`src/rtl/alu_pkg.sv`:
```
`default_nettype none
// ============================================================================
// Module   : alu_pkg
// Brief    : Shared types and sizing helpers for the sequential ripple adder.
// Revision : 1.0 - initial release
// ============================================================================
package alu_pkg;

    localparam int c_DEFAULT_WIDTH          = 8;
    localparam int c_DEFAULT_BITS_PER_CYCLE = 1;

    typedef enum logic [1:0] {
        IDLE = 2'd0,
        RUN  = 2'd1,
        DONE = 2'd2
    } adder_state_t;

    // Slice index counter width; a single-slice adder still needs one bit.
    function automatic int cnt_width(input int width, input int bits_per_cycle);
        int n;
        n = width / bits_per_cycle;
        return (n > 1) ? $clog2(n) : 1;
    endfunction

endpackage
`default_nettype wire

```
`src/rtl/ripple_slice.sv`:
```
`default_nettype none
// ============================================================================
// Module   : ripple_slice
// Brief    : Combinational W-bit full-adder chain; cout is bit W of the sum.
// Revision : 1.0 - initial release
// ============================================================================
module ripple_slice #(
    parameter int W = 1
) (
    input  logic [W-1:0] b,
    input  logic [W-1:0] c,
    input  logic         cin,
    output logic [W-1:0] s,
    output logic         cout
);

    logic [W:0] w_carry;

    assign w_carry[0] = cin;

    for (genvar i = 0; i < W; i++) begin : g_bit
        assign s[i]         = b[i] ^ c[i] ^ w_carry[i];
        assign w_carry[i+1] = (b[i] & c[i]) | (w_carry[i] & (b[i] ^ c[i]));
    end

    assign cout = w_carry[W];

endmodule
`default_nettype wire

```
`src/rtl/alu_ripple_adder_seq.sv`:
```
`default_nettype none
// ============================================================================
// Module   : alu_ripple_adder_seq
// Brief    : Multi-cycle ripple-carry adder resolving BITS_PER_CYCLE bits/clock.
// Revision : 1.0 - initial release
// ============================================================================
module alu_ripple_adder_seq
    import alu_pkg::*;
#(
    parameter int WIDTH          = c_DEFAULT_WIDTH,
    parameter int BITS_PER_CYCLE = c_DEFAULT_BITS_PER_CYCLE
) (
    input  logic             clk,
    input  logic             reset,
    input  logic             start,
    input  logic [WIDTH-1:0] b,
    input  logic [WIDTH-1:0] c,
    input  logic             carry_in,
    output logic             busy,
    output logic             done,
    output logic [WIDTH-1:0] sum,
    output logic             carry,
    output logic             zero,
    output logic             sign
);

    localparam int c_N     = WIDTH / BITS_PER_CYCLE;
    localparam int c_CNT_W = cnt_width(WIDTH, BITS_PER_CYCLE);

    if (WIDTH < 2 || BITS_PER_CYCLE < 1 || (WIDTH % BITS_PER_CYCLE) != 0) begin : g_bad_params
        $error("alu_ripple_adder_seq: WIDTH must be >= 2 and divisible by BITS_PER_CYCLE");
    end

    adder_state_t r_state;
    adder_state_t w_next_state;

    logic [c_CNT_W-1:0]        r_idx;
    logic [WIDTH-1:0]          r_b;
    logic [WIDTH-1:0]          r_c;
    logic [WIDTH-1:0]          r_work;
    logic                      r_carry;
    logic [WIDTH-1:0]          r_sum;
    logic                      r_carry_out;
    logic                      r_zero;
    logic                      r_sign;

    logic [BITS_PER_CYCLE-1:0] w_b_slice;
    logic [BITS_PER_CYCLE-1:0] w_c_slice;
    logic [BITS_PER_CYCLE-1:0] w_s_slice;
    logic                      w_cout;
    logic                      w_last;
    logic [WIDTH-1:0]          w_final;

    always_comb begin
        w_b_slice = '0;
        w_c_slice = '0;
        for (int k = 0; k < c_N; k++) begin
            if (r_idx == c_CNT_W'(k)) begin
                w_b_slice = r_b[k*BITS_PER_CYCLE +: BITS_PER_CYCLE];
                w_c_slice = r_c[k*BITS_PER_CYCLE +: BITS_PER_CYCLE];
            end
        end
    end

    ripple_slice #(
        .W (BITS_PER_CYCLE)
    ) u_slice (
        .b    (w_b_slice),
        .c    (w_c_slice),
        .cin  (r_carry),
        .s    (w_s_slice),
        .cout (w_cout)
    );

    assign w_last = (r_idx == c_CNT_W'(c_N - 1));

    // The last slice is always the top one, so splice it onto the working sum.
    always_comb begin
        w_final = r_work;
        w_final[WIDTH-1 -: BITS_PER_CYCLE] = w_s_slice;
    end

    always_comb begin
        w_next_state = r_state;
        unique case (r_state)
            IDLE:    if (start)  w_next_state = RUN;
            RUN:     if (w_last) w_next_state = DONE;
            DONE:    w_next_state = IDLE;
            default: w_next_state = IDLE;
        endcase
    end

    always_ff @(posedge clk) begin
        if (reset) begin
            r_state <= IDLE;
        end else begin
            r_state <= w_next_state;
        end
    end

    // Results are loaded on the edge into DONE so they are valid with done.
    always_ff @(posedge clk) begin
        if (reset) begin
            r_idx       <= '0;
            r_b         <= '0;
            r_c         <= '0;
            r_work      <= '0;
            r_carry     <= 1'b0;
            r_sum       <= '0;
            r_carry_out <= 1'b0;
            r_zero      <= 1'b0;
            r_sign      <= 1'b0;
        end else begin
            case (r_state)
                IDLE: begin
                    if (start) begin
                        r_b     <= b;
                        r_c     <= c;
                        r_carry <= carry_in;
                        r_idx   <= '0;
                        r_work  <= '0;
                    end
                end
                RUN: begin
                    for (int k = 0; k < c_N; k++) begin
                        if (r_idx == c_CNT_W'(k)) begin
                            r_work[k*BITS_PER_CYCLE +: BITS_PER_CYCLE] <= w_s_slice;
                        end
                    end
                    r_carry <= w_cout;
                    r_idx   <= r_idx + 1'b1;
                    if (w_last) begin
                        r_sum       <= w_final;
                        r_carry_out <= w_cout;
                        r_zero      <= (w_final == '0);
                        r_sign      <= w_final[WIDTH-1];
                    end
                end
                default: ;
            endcase
        end
    end

    assign busy  = (r_state == RUN);
    assign done  = (r_state == DONE);
    assign sum   = r_sum;
    assign carry = r_carry_out;
    assign zero  = r_zero;
    assign sign  = r_sign;

endmodule
`default_nettype wire

```
`config.mk`:
```
export PLATFORM = sky130hd
export DESIGN_NAME = alu_ripple_adder_seq
export DESIGN_NICKNAME = d
export VERILOG_FILES = /design/src/rtl/alu_pkg.sv /design/src/rtl/ripple_slice.sv /design/src/rtl/alu_ripple_adder_seq.sv
export SDC_FILE = /design/constraint.sdc
export NUM_CORES = 1
export LEC_CHECK = 0
export ABC_AREA = 1
export CORE_ASPECT_RATIO = 0.8
export CORE_MARGIN = 2
export CORE_UTILIZATION = 54
export CTS_BUF_LIST = sky130_fd_sc_hd__clkbuf_2 sky130_fd_sc_hd__clkbuf_4 sky130_fd_sc_hd__clkbuf_8
export DETAILED_ROUTE_END_ITERATION = 10
export PLACE_DENSITY = 0.79
export REMOVE_ABC_BUFFERS = 1
export SLEW_MARGIN = 20
export SYNTH_ARGS = -nofsm -noshare
export SYNTH_HDL_FRONTEND = slang
export SYNTH_SLANG_ARGS = --single-unit
```
`constraint.sdc`:
```
create_clock -name clk -period 3 [get_ports clk]
set_clock_uncertainty 0.2 [all_clocks]
set_input_delay 0.45 -clock clk [delete_from_list [all_inputs] [get_ports clk]]
set_output_delay 0.45 -clock clk [all_outputs]
set_load 0.005 [all_outputs]
```
==> insert_results.sql <==
INSERT INTO impl_metrics (metric_group, metric, value, unit) VALUES
('status', 'status', 'complete, no violations', ''),
('route', 'drt_pre_antenna_iters', '4', ''),
('setup_path', 'setup.worst_path.class', 'reg2reg', ''),
('sta', 'hold_violations', '0', ''),
('cts', 'post_cts.resized_instances', '0', ''),
('setup_path', 'critPathRequiredTime', '3030', 'ps'),
('placement', 'dp.cells', '317', ''),
('logic_synthesis', 'synthesis.instances', '253', ''),
('logic_synthesis', 'synth_area_leader_cell', 'sky130_fd_sc_hd__dfxtp_1', ''),
('floorplan', 'die_h', '55.6', 'um'),
('setup_path', 'cpMaxStageDelayCell', 'sky130_fd_sc_hd__fa_1', ''),
('logic_synthesis', 'synth-seq-area-share', '0.435', ''),
('cts', 'cts-buffers-inserted', '5', ''),
('setup_path', 'timing.critical_path.from_type', 'flip-flop', ''),
('logic_synthesis', 'post_synthesis_area_per_instance', '7.10', 'um^2'),
('global_routing', 'grt_antenna_before_repair', '0', ''),
('setup_path', 'path_depth_of_the_worst_reg2reg_path', '15', ''),
('cts', 'cts_tree', 'done', ''),
('final_layout', 'finish.net_count', '311', ''),
('floorplan', 'boundaryPins', '33', ''),
('sta', 'worst_slew_margin_rel', '0.621', ''),
('route', 'via_count_normalized_by_instance_count', '5.06', ''),
('power_and_ir_drop', 'pd_cells', '527', 'nW/um^2'),
('setup_path', 'critical_path.cell_chain', 'inv_1 > ha_1 > inv_1 > nor2_1 > inv_1 > nand3_1 > nand2_1 > nand2_1 > nand2_1 > nand2_1 > a21oi_1 > fa_1 > nor2_1 > inv_1 > a21oi_1', ''),
('cts', 'hold_buffers', '0', ''),
('floorplan', 'dieArea', '3810', 'um^2'),
('placement', 'port_buffers', '32', ''),
('global_routing', 'globalRouteOverflowTotal', '0', ''),
('hold_path', 'holdCritPathClass', 'reg2reg', ''),
('final_layout', 'regArea', '781', 'um^2'),
('cts', 'ctsHtreeMaxLevel', '2', ''),
('placement', 'finalWeightedCongestion', '0.855', ''),
('setup_path', 'endpoint_kind', 'flip-flop', ''),
('setup_path', 'critPathMaxFanout', '7', ''),
('cts', 'numClockSinks', '39', ''),
('setup_path', 'timing.critical_path.arrival', '2670', 'ps'),
('cts', 'clk_path_buf_depth', '2', ''),
('cts', 'clock-root-buffer', 'sky130_fd_sc_hd__clkbuf_8', ''),
('logic_synthesis', 'postSynthRegisterBits', '39', ''),
('route', 'route.detailed.drc', '0', ''),
('sta', 'tightestPinTransition', '567', 'ps'),
('cts', 'clk-insertion-delay-late', '290', 'ps'),
('floorplan', 'start_util', '0.574', ''),
('job', 'number_of_max_cap_violations', '0', ''),
('floorplan', 'fp.dieW', '68.5', 'um'),
('placement', 'post-dp-hpwl', '2.72', 'mm'),
('global_routing', 'grt_max_degree', '21', ''),
('logic_synthesis', 'synth_top_cell_area_share', '0.435', ''),
('setup_path', 'crit_start', 'r_idx[0]$_SDFFE_PP0P_', ''),
('floorplan', 'placeable_core_region', '3130', 'um^2'),
('route', 'routed_wl', '3.86', 'mm'),
('cts', 'clkTransAtPathRegs', '80', 'ps'),
('sta', 'setup_total_negative_slack', '0', 'ps'),
('final_layout', 'syn_to_final_growth', '24.5', '%'),
('route', 'wire_per_inst', '11.9', 'um'),
('final_layout', 'nFillCells', '276', ''),
('logic_synthesis', 'ys_warn_count', '0', ''),
('final_layout', 'instances_no_fill', '325', ''),
('power_and_ir_drop', 'power', '1.18', 'mW'),
('final_layout', 'drive_above_1_share', '0.0702', ''),
('logic_synthesis', 'netlist-cell-type-count', '22', ''),
('floorplan', 'row_count', '18', ''),
('sta', 'report.final.slew_viol_count', '0', ''),
('setup_path', 'crit_path_max_incr_delay', '510', 'ps'),
('final_layout', 'insertedDiodeCount', '0', ''),
('sta', 'fmax', '379', 'MHz'),
('route', 'route.antenna.remaining_nets', '0', ''),
('sta', 'rsz0062_at_grt', 'false', ''),
('hold_path', 'worstHoldPathCells', '2', ''),
('cts', 'post-cts-setup-buffers', '0', ''),
('sta', 'setup_viol', '0', '');
cell usage after synthesis (all sizes together):
library cell and number:
or2 2, nand4 1, buf 8, inv 29
clkbuf 3, fa 1, a21oi 18, nor2 57
o31ai 1, ha 6, o21ai 38, dfxtp 39
nand3 6, nand2 42, o21a 1, nor4 1
sequential cells by signal (all words and copies together) (netlist names):
name,count
carry,1
r_state,2
r_idx,3
zero,1
sum,8
r_carry,1
r_c,8
r_b,8
r_work,7
through the flow:
step | hold slack [ps] | area (um^2)
after global routing | 280 | 2230
after CTS | 260 | 2230
after floorplan | 231 | 1720
final | 265 | 2230
after global placement | 253 | 2120
after detailed placement | 249 | 2120
area by class of cell:
type                    instances  area share
clock buffers                   6      0.0370
clock inverters                 2      0.0157
inverters                      29      0.0487
multi-input cells             174       0.373
flip-flops and latches         39       0.349
well taps                      40      0.0224
repair buffers                 35       0.153
layout by cell type (no fill, tap or decap), types with 2 or more instances in the layout:
cell,count
sky130_fd_sc_hd__nor2_1,55
sky130_fd_sc_hd__o21ai_0,38
sky130_fd_sc_hd__clkdlybuf4s50_1,32
sky130_fd_sc_hd__inv_1,26
sky130_fd_sc_hd__inv_2,3
sky130_fd_sc_hd__dfxtp_1,39
sky130_fd_sc_hd__nand3_1,6
sky130_fd_sc_hd__buf_4,3
sky130_fd_sc_hd__clkbuf_8,6
sky130_fd_sc_hd__ha_1,6
sky130_fd_sc_hd__a21oi_1,18
sky130_fd_sc_hd__or2_2,2
sky130_fd_sc_hd__nand2_1,41
power breakdown:
group	total [mW]	internal (mW)	switching, mW
logic	0.158	0.0673	0.0908
registers	0.568	0.549	0.0190
clock network	0.452	0.269	0.183
total	1.18	0.885	0.293
path summary, 6_finish.rpt:
path	end
setup / recovery	r_work[0]$_SDFFE_PP0P_
hold / removal	r_c[1]$_SDFFE_PP0P_
setup reg to reg	r_work[0]$_SDFFE_PP0P_
hold reg to reg	r_c[1]$_SDFFE_PP0P_
worst max-delay path, delay by kind of cell (launching register included):
| kind | cells | cell delay, ps |
|---|---|---|
| compound gates | 2 | 380 |
| fa+ha+maj | 2 | 730 |
| buf+inv | 4 | 390 |
| flops | 1 | 410 |
| simple gates | 7 | 490 |
logic make-up (layout without fill, tap and decap cells):
kind of cell,count (synthesis),after routing,share of synthesized area
simple gates,109,109,0.245
buf+inv,40,72,0.100
fa+ha+maj,7,7,0.0530
compound gates,58,58,0.167
flops,39,39,0.435
routing by layer:
metal / part of all wire / track usage / up-vias
met3: 0.061 / 0.0789 / 4
met1: 0.49 / 0.323 / 739
met2: 0.44 / 0.337 / 45
met4: 0.0099 / 0.0686 / 0
li1: - / - / 855
met5: 0 / 0 / -
Power figures use the tool's default switching activity.
